File: src/rtl/trigger_filter_pkg.sv
// Shared io_channel definitions for the trigger filter and trigger_active:
// filter-width default and the binary encoding of the filter FSM states.
package trigger_filter_pkg;

  localparam int FILTER_WD_DEF = 16;

  localparam logic [1:0] ST_STABLE_LOW  = 2'd0;
  localparam logic [1:0] ST_RISE_CHECK  = 2'd1;
  localparam logic [1:0] ST_STABLE_HIGH = 2'd2;
  localparam logic [1:0] ST_FALL_CHECK  = 2'd3;

  typedef enum logic [1:0] {
    STABLE_LOW  = ST_STABLE_LOW,
    RISE_CHECK  = ST_RISE_CHECK,
    STABLE_HIGH = ST_STABLE_HIGH,
    FALL_CHECK  = ST_FALL_CHECK
  } filt_state_t;

endpackage

File: src/rtl/trigger_filter_cnt.sv
// Pulse-length counter shared by the rise and fall checks. The caller picks
// which shadow width it is compared against; only one check runs at a time.
module trigger_filter_cnt #(
  parameter int FILTER_WD = 16
) (
  input  logic                 clk,
  input  logic                 reset_n,
  input  logic                 clr,
  input  logic                 inc,
  input  logic [FILTER_WD-1:0] width,
  output logic                 eq
);

  logic [FILTER_WD-1:0] cnt;

  // Clear has priority; the FSM leaves the check on equality, so the
  // counter never reaches the wrap point and needs no saturation.
  always_ff @(posedge clk or negedge reset_n) begin
    if (!reset_n) begin
      cnt <= '0;
    end else if (clr) begin
      cnt <= '0;
    end else if (inc) begin
      cnt <= cnt + FILTER_WD'(1);
    end
  end

  assign eq = (cnt == width);

endmodule

File: src/rtl/trigger_filter.sv
// Glitch filter for the selected trigger line: high pulses of at most
// W_rise samples and low pulses of at most W_fall samples are rejected and
// flagged with a one-cycle glitch pulse.
module trigger_filter
  import trigger_filter_pkg::*;
#(
  parameter int FILTER_WD = FILTER_WD_DEF
) (
  input  logic                 clk,
  input  logic                 reset_n,
  input  logic                 i_linein_sel,
  input  logic [FILTER_WD-1:0] iv_filter_rise,
  input  logic [FILTER_WD-1:0] iv_filter_fall,
  output logic                 o_linein_filter,
  output logic                 o_glitch_rise,
  output logic                 o_glitch_fall,
  output logic                 o_filter_busy
);

  filt_state_t          state_q;
  filt_state_t          state_d;
  logic [FILTER_WD-1:0] sh_rise;
  logic [FILTER_WD-1:0] sh_fall;
  logic [FILTER_WD-1:0] w_sel;
  logic                 cnt_clr;
  logic                 cnt_inc;
  logic                 cnt_eq;
  logic                 filt_q;
  logic                 glitch_rise_q;
  logic                 glitch_rise_d;
  logic                 glitch_fall_q;
  logic                 glitch_fall_d;
  logic                 stable;

  assign stable = (state_q == STABLE_LOW) || (state_q == STABLE_HIGH);

  // Low-side states compare against the rise width, high-side against fall.
  assign w_sel = ((state_q == STABLE_LOW) || (state_q == RISE_CHECK)) ? sh_rise : sh_fall;

  trigger_filter_cnt #(
    .FILTER_WD (FILTER_WD)
  ) u_cnt (
    .clk     (clk),
    .reset_n (reset_n),
    .clr     (cnt_clr),
    .inc     (cnt_inc),
    .width   (w_sel),
    .eq      (cnt_eq)
  );

  // Shadow widths track the ports while stable and freeze during a check,
  // so a width change mid-check only affects the next check.
  always_ff @(posedge clk or negedge reset_n) begin
    if (!reset_n) begin
      sh_rise <= '0;
      sh_fall <= '0;
    end else if (stable) begin
      sh_rise <= iv_filter_rise;
      sh_fall <= iv_filter_fall;
    end
  end

  // State register plus registered line and glitch outputs.
  always_ff @(posedge clk or negedge reset_n) begin
    if (!reset_n) begin
      state_q       <= STABLE_LOW;
      filt_q        <= 1'b0;
      glitch_rise_q <= 1'b0;
      glitch_fall_q <= 1'b0;
    end else begin
      state_q       <= state_d;
      filt_q        <= (state_d == STABLE_HIGH) || (state_d == FALL_CHECK);
      glitch_rise_q <= glitch_rise_d;
      glitch_fall_q <= glitch_fall_d;
    end
  end

  // Next state, counter control and glitch detection.
  always_comb begin
    state_d       = state_q;
    cnt_clr       = 1'b0;
    cnt_inc       = 1'b0;
    glitch_rise_d = 1'b0;
    glitch_fall_d = 1'b0;
    case (state_q)
      STABLE_LOW: begin
        if (i_linein_sel && (w_sel == '0)) begin
          state_d = STABLE_HIGH;
          cnt_clr = 1'b1;
        end else if (i_linein_sel) begin
          state_d = RISE_CHECK;
          cnt_inc = 1'b1;
        end else begin
          cnt_clr = 1'b1;
        end
      end
      RISE_CHECK: begin
        if (!i_linein_sel) begin
          state_d       = STABLE_LOW;
          glitch_rise_d = 1'b1;
          cnt_clr       = 1'b1;
        end else if (cnt_eq) begin
          state_d = STABLE_HIGH;
          cnt_clr = 1'b1;
        end else begin
          cnt_inc = 1'b1;
        end
      end
      STABLE_HIGH: begin
        if (!i_linein_sel && (w_sel == '0)) begin
          state_d = STABLE_LOW;
          cnt_clr = 1'b1;
        end else if (!i_linein_sel) begin
          state_d = FALL_CHECK;
          cnt_inc = 1'b1;
        end else begin
          cnt_clr = 1'b1;
        end
      end
      FALL_CHECK: begin
        if (i_linein_sel) begin
          state_d       = STABLE_HIGH;
          glitch_fall_d = 1'b1;
          cnt_clr       = 1'b1;
        end else if (cnt_eq) begin
          state_d = STABLE_LOW;
          cnt_clr = 1'b1;
        end else begin
          cnt_inc = 1'b1;
        end
      end
      default: begin
        state_d = STABLE_LOW;
        cnt_clr = 1'b1;
      end
    endcase
  end

  assign o_linein_filter = filt_q;
  assign o_glitch_rise   = glitch_rise_q;
  assign o_glitch_fall   = glitch_fall_q;
  assign o_filter_busy   = (state_q == RISE_CHECK) || (state_q == FALL_CHECK);

endmodule

File: config.mk
export PLATFORM = sky130hd
export DESIGN_NAME = trigger_filter
export DESIGN_NICKNAME = d
export VERILOG_FILES = /design/src/rtl/trigger_filter_pkg.sv /design/src/rtl/trigger_filter_cnt.sv /design/src/rtl/trigger_filter.sv
export SDC_FILE = /design/constraint.sdc
export NUM_CORES = 1
export LEC_CHECK = 0
export ABC_AREA = 1
export CORE_MARGIN = 1.5
export CORE_UTILIZATION = 40
export CTS_CLUSTER_SIZE = 30
export DETAILED_ROUTE_END_ITERATION = 8
export DONT_BUFFER_PORTS = 1
export PLACE_DENSITY_LB_ADDON = 0.08
export SLEW_MARGIN = 5
export SYNTH_ARGS = -nofsm -noshare
export SYNTH_HDL_FRONTEND = slang
export SYNTH_SLANG_ARGS = --single-unit
File: constraint.sdc
create_clock -name clk -period 1.8 [get_ports clk]
set_input_delay 0 -clock clk [delete_from_list [all_inputs] [get_ports clk]]
set_output_delay 0 -clock clk [all_outputs]
set_load 0.01 [all_outputs]
==> summary.txt, run 1 <==
Hold path
  • HP Class: in -> reg

Route
  • WL/cell: 13.8 um
  • Post-route ant nets: 0
  • Total wire length: 7660 um
  • Vias post-DR: 2631
  • Initial drt markers: between 100 and 150
  • Routed wl met3: 273 um
  • Wl on met1: about 3800 um
  • Met2 wire length: 3340 um
  • Avg Vias per Cell: 4.73
  • # DRC: 0
  • Drt pass-1 iters: 4
  • Max Used Layer: met4

Setup path
  • Worst Setup Start Kind: flip-flop
  • Slowest stage delay, CP: 0.44 ns
  • Slowest CP cell: dfrtp_2
  • Reg2reg setup slack: -0.06 ns
  • CP Capture Type: flip-flop
  • Critical Path, Cell by Cell: buf_6 -> nand2_1 -> nand2_4 -> nand2_1 -> nand2_1 -> nor2_1 -> nand2_1 -> nor2_4 -> nand2_2 -> a21oi_4 -> buf_12 -> a21oi_1
  • Crit path to: u_cnt.cnt[15]$_DFFE_PN0P_
  • Bufs and invs on worst path: 2
  • Worst R2R End: u_cnt.cnt[15]$_DFFE_PN0P_
  • Cell mode on critical path: nand2_1
  • CP max FO: 17
  • FF-to-FF Start: state_q[1]$_DFF_PN0_
  • CP Depth: 12
  • R2R depth: 12
  • CP required: 1.99 ns
  • Data arrival, critical path: 2.05 ns
  • Setup CP Type: reg -> reg
  • Start point of the critical path: state_q[1]$_DFF_PN0_
  • Delay-heaviest family, CP: simple AND/OR/NAND/NOR gates

Synthesis
  • Synth Cell Area: a little under 3000 sq um
  • XOR/XNOR Fraction of Synth Area: 0.0393
  • Flops & latches, synth: between 50 and 60
  • Mux contribution to synthesized area: 0
  • Post-Synth Simple-Gate Area: 0.336
  • Synth Net Count: ~440
  • Register area share after synthesis: 0.458
  • Post-synth top area cell: dfrtp_1
  • Post-synthesis compound-gate area fraction: 0.0765
  • Syn. warnings: 0
  • Largest family of logic cells by synthesized area: simple AND/OR/NAND/NOR gates
  • Synthesized area per cell: 7.10 sq um
  • Mapped Cells: 408
  • Synth top area cells: dfrtp_1, nand2_1, inv_1
  • Yosys cell types: 22
  • Adder-cell share of the synthesized area: 0.00432
  • Synth top area share: 0.458

Final layout
  • Commonest cells after routing, fill and taps aside: nand2_1, dfrtp_1, inv_1
  • Commonest non-fill, non-tap cell in the layout: nand2_1
  • Register area: 1330 sq um
  • Diode count: 0
  • Area of the multi-input gates: 1450 sq um
  • Fill cells: 718
  • Post-route cell area: between 3000 and 4000 sq um
  • Layout cell share with drive strength beyond 1: 0.152
  • P&R area growth vs syn: 30.3%
  • Layout net count: between 400 and 500

Clocking
  • H-Tree Depth: 2
  • CTS root buf: clkbuf_8
  • CTS sink count: 53
  • Clock slew at reported path FFs: ~0.10 ns
  • CTS tree: yes
  • Maximum clock insertion buffer count: 2
  • Number of CTS-inserted buffers: 5
  • Post-CTS Setup Bufs: 0
  • Clk_lat worst skew: 0.30 ns

STA
  • Tcrit/Tclk final: 1.03
  • Fmax: 538 MHz
  • Final worst slack: -0.0586 ns
  • Slew margin rel.: 0.705
  • Final Critical Period: 1.86 ns
  • Worst-Margin Slew: 0.438 ns
  • Skew final: 0.00647 ns
  • RSZ-0062 raised after global routing: yes
  • Final hold violation count: 0
  • Max Transition Viols Final: 0
  • Final setup fails: 17

Floorplanning
  • Starting Density: 0.419
  • Row cnt: 30
  • Core Region: 6910 sq um
  • Die height: ~88 um
  • Die area: about 7800 sq um
  • # IOs: 39
  • Width of the die: 88.1 um

Flow run
  • Max-cap viol count: 0

Global routing
  • GRT Overall Usage: 0.206
  • GRT overflow: 0
  • Initial antenna violation count: 0
  • Largest net degree at the start of global routing: between 50 and 60
  • First-pass GRT wire length: between 10000 and 15000 um
  • Vias in the first global route: roughly 2600

Place
  • Half-perimeter wire length after placement: 5420 um
  • Global placement routability congestion: 0.917
  • # port buffers: 0
  • Area post-placement: 3140 sq um
  • Setup WS pre-CTS: -0.121 ns

Power
  • Sw Ratio: 0.450
  • Register share of total power: 0.339
  • Internal power: 0.00309 W
  • Static leakage: around 1.8 nW
  • Peak VDD IR: 1.07 mV
  • Net Sw Power: 0.00253 W
  • Clk pwr share: 0.124
  • Pwr/cell area: roughly 1500 nW/um^2
  • Comb pwr share: 0.538

Run status
  • Status: complete, but fails checks
  • Failing checks: negative setup slack
==> per-layer routing <==
| layer | track usage | vias to the layer above |
|---|---|---|
| met5 | 0 | - |
| met4 | 0.0923 | 0 |
| li1 | - | 1372 |
| met1 | 0.282 | 1193 |
| met3 | 0.0368 | 18 |
| met2 | 0.320 | 48 |
==> power groups by stage <==
stage | Combinational (W) | Sequential, W | Clock, W
3_5_place_dp | 0.00250 | 0.00188 | 0
3_3_place_gp | 0.00247 | 0.00189 | 0
5_1_grt | 0.00343 | 0.00195 | 0.000764
2_1_floorplan | 0.00179 | 0.00180 | 0
4_1_cts | 0.00265 | 0.00187 | 0.000721
6_report | 0.00302 | 0.00190 | 0.000694
==> kinds of logic after synthesis <==
kind of cell,Yosys count
AND/OR/NAND/NOR,239
adder cells (fa/ha/maj),1
buffers and inverters,60
AO/OA/AOI/OAI,42
flip-flops,53
XOR/XNOR,13
==> worst register-to-register path, delay by kind of cell (launching register included) <==
family / cells / cell delay, ns
flops: 1 / 0.44
simple gates: 8 / 0.77
compound gates: 2 / 0.24
buf+inv: 2 / 0.31
==> layout make-up <==
class                      instances  share of cell area
clock inverter                     1             0.00199
sequential                        53               0.352
multi-input combinational        295               0.383
timing repair buffer              59               0.163
tap                               96              0.0318
inverter                          46              0.0464
clock buffer                       6              0.0219
==> through the flow <==
step | setup TNS, ns | hold slack [ns] | instances | power, W | utilization
after global placement | -1.87 | -0.294 | 512 | 0.00436 | 0.455
final | -0.721 | 0.0621 | 556 | 0.00562 | 0.546
after detailed placement | -2.03 | -0.294 | 512 | 0.00438 | 0.455
after CTS | -0.706 | 0.0614 | 554 | 0.00525 | 0.526
after floorplan | 0 | -0.296 | 408 | 0.00359 | -
after global routing | -4.21 | 0.0684 | 556 | 0.00614 | 0.546
==> how the worst min path moves through the flow <==
stage,startpoint,end,slack (ns),cells past startpoint
after detailed placement,reset_n,sh_fall[9]$_DFFE_PN0P_,-0.29,0
after floorplan,reset_n,o_glitch_fall$_DFF_PN0_,-0.30,0
final,i_linein_sel,state_q[0]$_DFF_PN0_,0.06,4
after global placement,reset_n,sh_fall[9]$_DFFE_PN0P_,-0.29,0
after CTS,i_linein_sel,state_q[0]$_DFF_PN0_,0.06,4
after global routing,i_linein_sel,state_q[0]$_DFF_PN0_,0.07,4
==> synth_stat cells, drive strengths merged <==
master	count
nand2	171
nor3	5
dfrtp	53
nand3	29
clkbuf	8
nor2	25
a21oi	22
xor2	13
nand4	2
inv	45
nor4	4
buf	6
ha	1
nand3b	3
clkinv	1
o21ai	20
==> registers in the layout, indices dropped and copies added, names as in the netlist <==
| signal | count |
|---|---|
| u_cnt.cnt | 16 |
| state_q | 2 |
| o_glitch_fall | 1 |
| sh_rise | 16 |
| sh_fall | 16 |
| o_glitch_rise | 1 |
| o_linein_filter | 1 |
==> timing repair <==
| action | CTS | global route |
|---|---|---|
| resized for setup | 11 | 43 |
| pin swaps | 1 | 6 |
| hold buffers | 35 | 0 |
| cloned | 0 | 2 |
| hold endpoints to repair | 89 | 0 |
| setup endpoints to repair | 19 | 19 |
Note: power is estimated with default switching activity, not from simulation.
==> inputs of run 2 (changes only) <==
--- a/config.mk
+++ b/config.mk
@@ -11,6 +11,7 @@
 export CTS_CLUSTER_SIZE = 30
 export DETAILED_ROUTE_END_ITERATION = 8
 export DONT_BUFFER_PORTS = 1
+export MAX_ROUTING_LAYER = met4
 export PLACE_DENSITY_LB_ADDON = 0.08
 export SLEW_MARGIN = 5
 export SYNTH_ARGS = -nofsm -noshare
==> summary.txt, run 2 (synthesized netlist as in run 1, its figures left out) <==
Global routing
  • Largest net degree at the start of global routing: 54
  • First-pass GRT wire length: 12200 um
  • Vias in the first global route: 2629
  • GR Util met1: 0.281
  • GRT overflow: 0
  • Initial antenna violation count: 0
  • GRT Overall Usage: 0.213
  • M2 GR Usage: 0.321
  • Grt peak-use layer: met2
  • Met3 Use GR: 0.0368

Route
  • # DRC: 0
  • Drt pass-1 iters: 4
  • Post-route ant nets: 0
  • Avg Vias per Cell: 4.79
  • Initial drt markers: 105
  • Total wire length: 7670 um
  • Vias post-DR: ~2700
  • WL/cell: 13.8 um

Flow run
  • Max-cap viol count: 0

STA
  • Fin Setup TNS: -0.735 ns
  • Tcrit/Tclk final: 1.03
  • Max Transition Viols Final: 0
  • Skew final: 0.00989 ns
  • Fmax: 538 MHz
  • Final setup fails: 17
  • Final hold violation count: 0
  • Slew margin rel.: 0.715
  • Final Critical Period: 1.86 ns
  • RSZ-0062 raised after global routing: yes
  • Final worst slack: -0.0572 ns
  • Worst-Margin Slew: approximately 0.42 ns

Setup path
  • Setup CP Type: reg -> reg
  • Data arrival, critical path: approximately 2 ns
  • CP required: 2.00 ns
  • Worst R2R End: u_cnt.cnt[15]$_DFFE_PN0P_
  • R2R depth: 12
  • Worst Setup Start Kind: flip-flop
  • Reg2reg setup slack: -0.06 ns
  • CP Capture Type: flip-flop
  • Crit path to: u_cnt.cnt[15]$_DFFE_PN0P_
  • FF-to-FF Start: state_q[1]$_DFF_PN0_
  • CP max FO: 17
  • Start point of the critical path: state_q[1]$_DFF_PN0_

Floorplanning
  • Starting Density: 0.419
  • Core Region: 6910 sq um
  • Row cnt: 30
  • Die area: 7760 sq um
  • Die height: roughly 90 um
  • # IOs: 39
  • Width of the die: 88.1 um

Hold path
  • Min-delay src: i_linein_sel
  • HP Class: in -> reg

Clocking
  • Clock slew at reported path FFs: 0.10 ns
  • Clk_lat worst skew: 0.31 ns
  • Number of CTS-inserted buffers: 5
  • CTS root buf: clkbuf_8
  • Post-CTS Setup Bufs: 0
  • CTS sink count: 53
  • Maximum clock insertion buffer count: 2
  • CTS tree: yes
  • H-Tree Depth: 2

Final layout
  • Post-route cell area: 3770 sq um
  • Layout net count: 496
  • Commonest non-fill, non-tap cell in the layout: nand2_1
  • Finished Layout Cells: 556
  • P&R area growth vs syn: 30.3%
  • Commonest cells after routing, fill and taps aside: nand2_1, dfrtp_1, inv_1
  • Layout cell share with drive strength beyond 1: 0.152
  • Top Registers: sh_fall: 16 flops, sh_rise: 16 flops, u_cnt.cnt: 16 flops
  • Diode count: 0

Place
  • Global placement routability congestion: 0.933
  • # port buffers: 0
  • Half-perimeter wire length after placement: around 5400 um
  • Dpl cells: 512
  • Area post-placement: approximately 3100 sq um

Power
  • Static leakage: 1.82 nW
  • Pwr/cell area: about 1500 nW/um^2
  • Peak VDD IR: 1.07 mV

Run status
  • Status: complete, but fails checks
  • Failing checks: negative setup slack
## run 2: layout make-up
type / count / area (sq um)
clock inverter: 1 / 7.51
sequential: 53 / 1330
timing repair buffer: 59 / 616
inverter: 46 / 175
tap: 96 / 120
fill: 718 / 3130
multi-input combinational: 295 / 1450
clock buffer: 6 / 82.6
## run 2: metrics by stage
| stage | utilization | power, W | setup WS (ns) | hold slack, ns |
|---|---|---|---|---|
| 6_report | 0.546 | 0.00561 | -0.0572 | 0.0586 |
| 2_1_floorplan | - | 0.00359 | 0.0103 | -0.296 |
| 4_1_cts | 0.526 | 0.00525 | -0.0561 | 0.0614 |
| 3_3_place_gp | 0.455 | 0.00436 | -0.109 | -0.294 |
| 5_1_grt | 0.546 | 0.00614 | -0.246 | 0.0673 |
| 3_5_place_dp | 0.455 | 0.00438 | -0.121 | -0.294 |
## run 2: worst min-delay path by stage
stage          depth (start not counted)                      end
2_1_floorplan                          0  o_glitch_fall$_DFF_PN0_
3_3_place_gp                           0   sh_fall[9]$_DFFE_PN0P_
3_5_place_dp                           0   sh_fall[9]$_DFFE_PN0P_
4_1_cts                                4     state_q[0]$_DFF_PN0_
5_1_grt                                4     state_q[0]$_DFF_PN0_
6_report                               4     state_q[0]$_DFF_PN0_
## run 2: critical path, stage by stage, from the launching register on
cell and delay, ns:
dfrtp_2 0.44, buf_6 0.15, nand2_1 0.13, nand2_4 0.08
nand2_1 0.05, nand2_1 0.05, nor2_1 0.08, nand2_1 0.10
nor2_4 0.17, nand2_2 0.10, a21oi_4 0.15, buf_12 0.16
a21oi_1 0.08
## run 2: per-layer routing
metal / part of all wire / up-vias / wire [um]
met2: 0.44 / 58 / 3370
met3: 0.033 / 19 / 251
met1: 0.49 / 1218 / 3780
met4: 0.035 / 0 / 272
li1: - / 1369 / -
met5: 0 / - / 0
## run 2: report_power, final
part	internal, W	total, W	leakage (nW)	switching [W]
registers	0.00162	0.00190	0.670	0.000288
logic	0.00117	0.00302	1.11	0.00185
clock network	0.000305	0.000694	0.0433	0.000389
total	0.00309	0.00561	1.82	0.00252
## run 2: repair_timing
item                                    in CTS  in global routing
pin swaps                                    1                  6
cloned                                       0                  2
endpoints found under the setup margin      19                 19
resized for setup                           11                 43
hold buffers                                35                  0
endpoints found under the hold margin       89                  0
==> inputs of run 3 (changes only) <==
--- a/config.mk
+++ b/config.mk
@@ -5,7 +5,6 @@
 export SDC_FILE = /design/constraint.sdc
 export NUM_CORES = 1
 export LEC_CHECK = 0
-export ABC_AREA = 1
 export CORE_MARGIN = 1.5
 export CORE_UTILIZATION = 40
 export CTS_CLUSTER_SIZE = 30
==> summary.txt, run 3 <==
STA
  • RSZ-0062 raised after global routing: yes
  • Fin Setup TNS: -4.13 ns
  • Max Transition Viols Final: 0
  • Worst-Margin Slew: 0.333 ns
  • Final worst slack: -0.309 ns
  • Fmax: approximately 470 MHz
  • Tcrit/Tclk final: 1.17
  • Slew margin rel.: 0.776
  • Final hold slack: 0.169 ns
  • Final hold violation count: 0
  • Final setup fails: 19
  • Final Critical Period: approximately 2.1 ns
  • Skew final: between 0.01 and 0.015 ns

Synthesis
  • Most frequent cell after synthesis: dfrtp_1
  • Syn. warnings: 0
  • List of most frequent post-synthesis cells: dfrtp_1, mux2_2, nor2_1, xor2_1, mux2i_1
  • Synth Cell Area: 2590 sq um
  • Register area share after synthesis: 0.512
  • Mapped Cells: 212
  • Synth top area share: 0.512
  • Synthesized area per cell: 12.2 sq um
  • Synth Net Count: 248
  • Main flop type after synthesis: dfrtp_1
  • Yosys cell types: 29
  • Flops & latches, synth: 53
  • Number of flops mapped to enable cells by yosys: 0
  • Post-synth top area cell: dfrtp_1
  • Synth top area cells: dfrtp_1, mux2_2, xor2_1
  • Async SR Flop Fraction: 1.00

Setup path
  • Slowest stage delay, CP: 0.51 ns
  • Data arrival, critical path: between 2 and 2.5 ns
  • Worst Setup Start Kind: flip-flop
  • Critical Path, Cell by Cell: buf_6 -> or4_1 -> nor2_1 -> a21oi_1 -> a2111oi_4 -> a21o_1 -> mux2_2
  • R2R depth: 7
  • FF-to-FF Start: state_q[1]$_DFF_PN0_
  • CP required: just under 2 ns
  • Crit path to: state_q[1]$_DFF_PN0_
  • Reg2reg setup slack: -0.31 ns
  • Slowest CP cell: or4_1
  • Setup CP Type: reg -> reg
  • Start point of the critical path: state_q[1]$_DFF_PN0_
  • CP Capture Type: flip-flop
  • CP max FO: 9
  • Worst R2R End: state_q[1]$_DFF_PN0_

Global routing
  • M2 GR Usage: 0.291
  • Grt peak-use layer: met2
  • GRT Overall Usage: 0.173
  • Largest net degree at the start of global routing: 54
  • Met3 Use GR: 0.0278
  • GRT overflow: 0
  • Vias in the first global route: 1848
  • First-pass GRT wire length: 9190 um
  • Initial antenna violation count: 0
  • GR Util met1: 0.213

Place
  • Half-perimeter wire length after placement: around 4000 um
  • Setup WS pre-CTS: -0.442 ns
  • Global placement routability congestion: 0.793
  • # port buffers: 0

Floorplanning
  • Die height: 83.4 um
  • Width of the die: 83.4 um
  • Die area: 6960 sq um
  • # IOs: 39
  • Starting Density: 0.410
  • Row cnt: 29
  • Core Region: 6310 sq um

Power
  • Peak VDD IR: 0.452 mV
  • PnR Total Power: 0.00235 W
  • Static leakage: 1.37 nW
  • Pwr/cell area: 717 nW/um^2

Hold path
  • Min-delay src: i_linein_sel
  • HP Class: in -> reg

Final layout
  • Layout net count: 302
  • Layout cell share with drive strength beyond 1: 0.263
  • Top Registers: sh_fall: 16 flops, sh_rise: 16 flops, u_cnt.cnt: 16 flops
  • Fill cells: 589
  • Commonest non-fill, non-tap cell in the layout: dfrtp_1
  • P&R area growth vs syn: 26.6%
  • Layout Utilization: 0.519
  • Commonest cells after routing, fill and taps aside: dfrtp_1, mux2_2, dlygate4sd3_1
  • Diode count: 0

Clocking
  • Clk_lat worst skew: 0.30 ns
  • CTS root buf: clkbuf_8
  • CTS sink count: 53
  • Clock slew at reported path FFs: 0.10 ns
  • H-Tree Depth: 2
  • CTS tree: yes
  • Maximum clock insertion buffer count: 2
  • Number of CTS-inserted buffers: 5

Flow run
  • Max-cap viol count: 0

Route
  • WL/cell: about 16 um
  • Total wire length: around 5500 um
  • Drt pass-1 iters: 4
  • Avg Vias per Cell: around 5.1
  • Vias post-DR: 1763
  • Post-route ant nets: 0
  • Initial drt markers: 47
  • # DRC: 0

Run status
  • Status: complete, but fails checks
  • Failing checks: negative setup slack
[run 3: layout make-up]
| cell class | count | area, sq um | area share |
|---|---|---|---|
| Clock buffer | 7 | 86.3 | 0.0263 |
| Inverter | 3 | 11.3 | 0.00344 |
| Multi-Input combinational cell | 146 | 1200 | 0.367 |
| Sequential cell | 53 | 1330 | 0.405 |
| Tap cell | 77 | 96.3 | 0.0294 |
| Timing Repair Buffer | 57 | 553 | 0.169 |
[run 3: layer usage]
layer  vias to the layer above  part of all wire
met4                         0             0.010
met3                         4             0.031
met1                       868              0.45
met2                        40              0.51
met5                         -                 0
li1                        851                 -
[run 3: per-stage QoR]
stage	instances	instance area (sq um)
after floorplan	212	2590
after global placement	299	2770
after detailed placement	299	2770
after CTS	342	3270
after global routing	343	3280
final	343	3280
[run 3: critical path, delay by kind of cell, from the launching register on]
family,cells,cell delay [ns]
simple gates,2,0.60
mux,1,0.34
compound gates,3,0.48
flops,1,0.42
buf+inv,1,0.16
[run 3: worst min-delay path by stage]
| stage | cells past startpoint | slack, ns | end |
|---|---|---|---|
| final | 4 | 0.17 | state_q[0]$_DFF_PN0_ |
| after detailed placement | 0 | -0.29 | sh_rise[2]$_DFFE_PN0P_ |
| after global routing | 4 | 0.17 | state_q[0]$_DFF_PN0_ |
| after global placement | 0 | -0.29 | u_cnt.cnt[1]$_DFFE_PN0P_ |
| after floorplan | 0 | -0.30 | o_glitch_fall$_DFF_PN0_ |
| after CTS | 4 | 0.16 | state_q[0]$_DFF_PN0_ |
[run 3: power by group]
group          switching, W  total [W]  internal (W)
logic              0.000138   0.000346      0.000208
registers         0.0000692    0.00134       0.00127
clock network      0.000359   0.000665      0.000306
total              0.000567    0.00235       0.00178
[run 3: kinds of logic (layout without fill, tap and decap cells)]
group	Yosys count	count (layout)	share of synthesized area
flip-flops	53	53	0.512
XOR/XNOR	29	29	0.0981
buffers and inverters	13	67	0.0353
multiplexers	50	50	0.210
AND/OR/NAND/NOR	57	57	0.111
adder cells (fa/ha/maj)	1	1	0.00483
AO/OA/AOI/OAI	9	9	0.0290
[run 3: timing repair]
action / 4_1_cts / 5_1_grt
pin swaps: 2 / 1
setup endpoints to repair: 19 / 19
buffers inserted: 1 / 1
hold buffers: 35 / 0
resized for setup: 8 / 0
hold endpoints to repair: 89 / 0
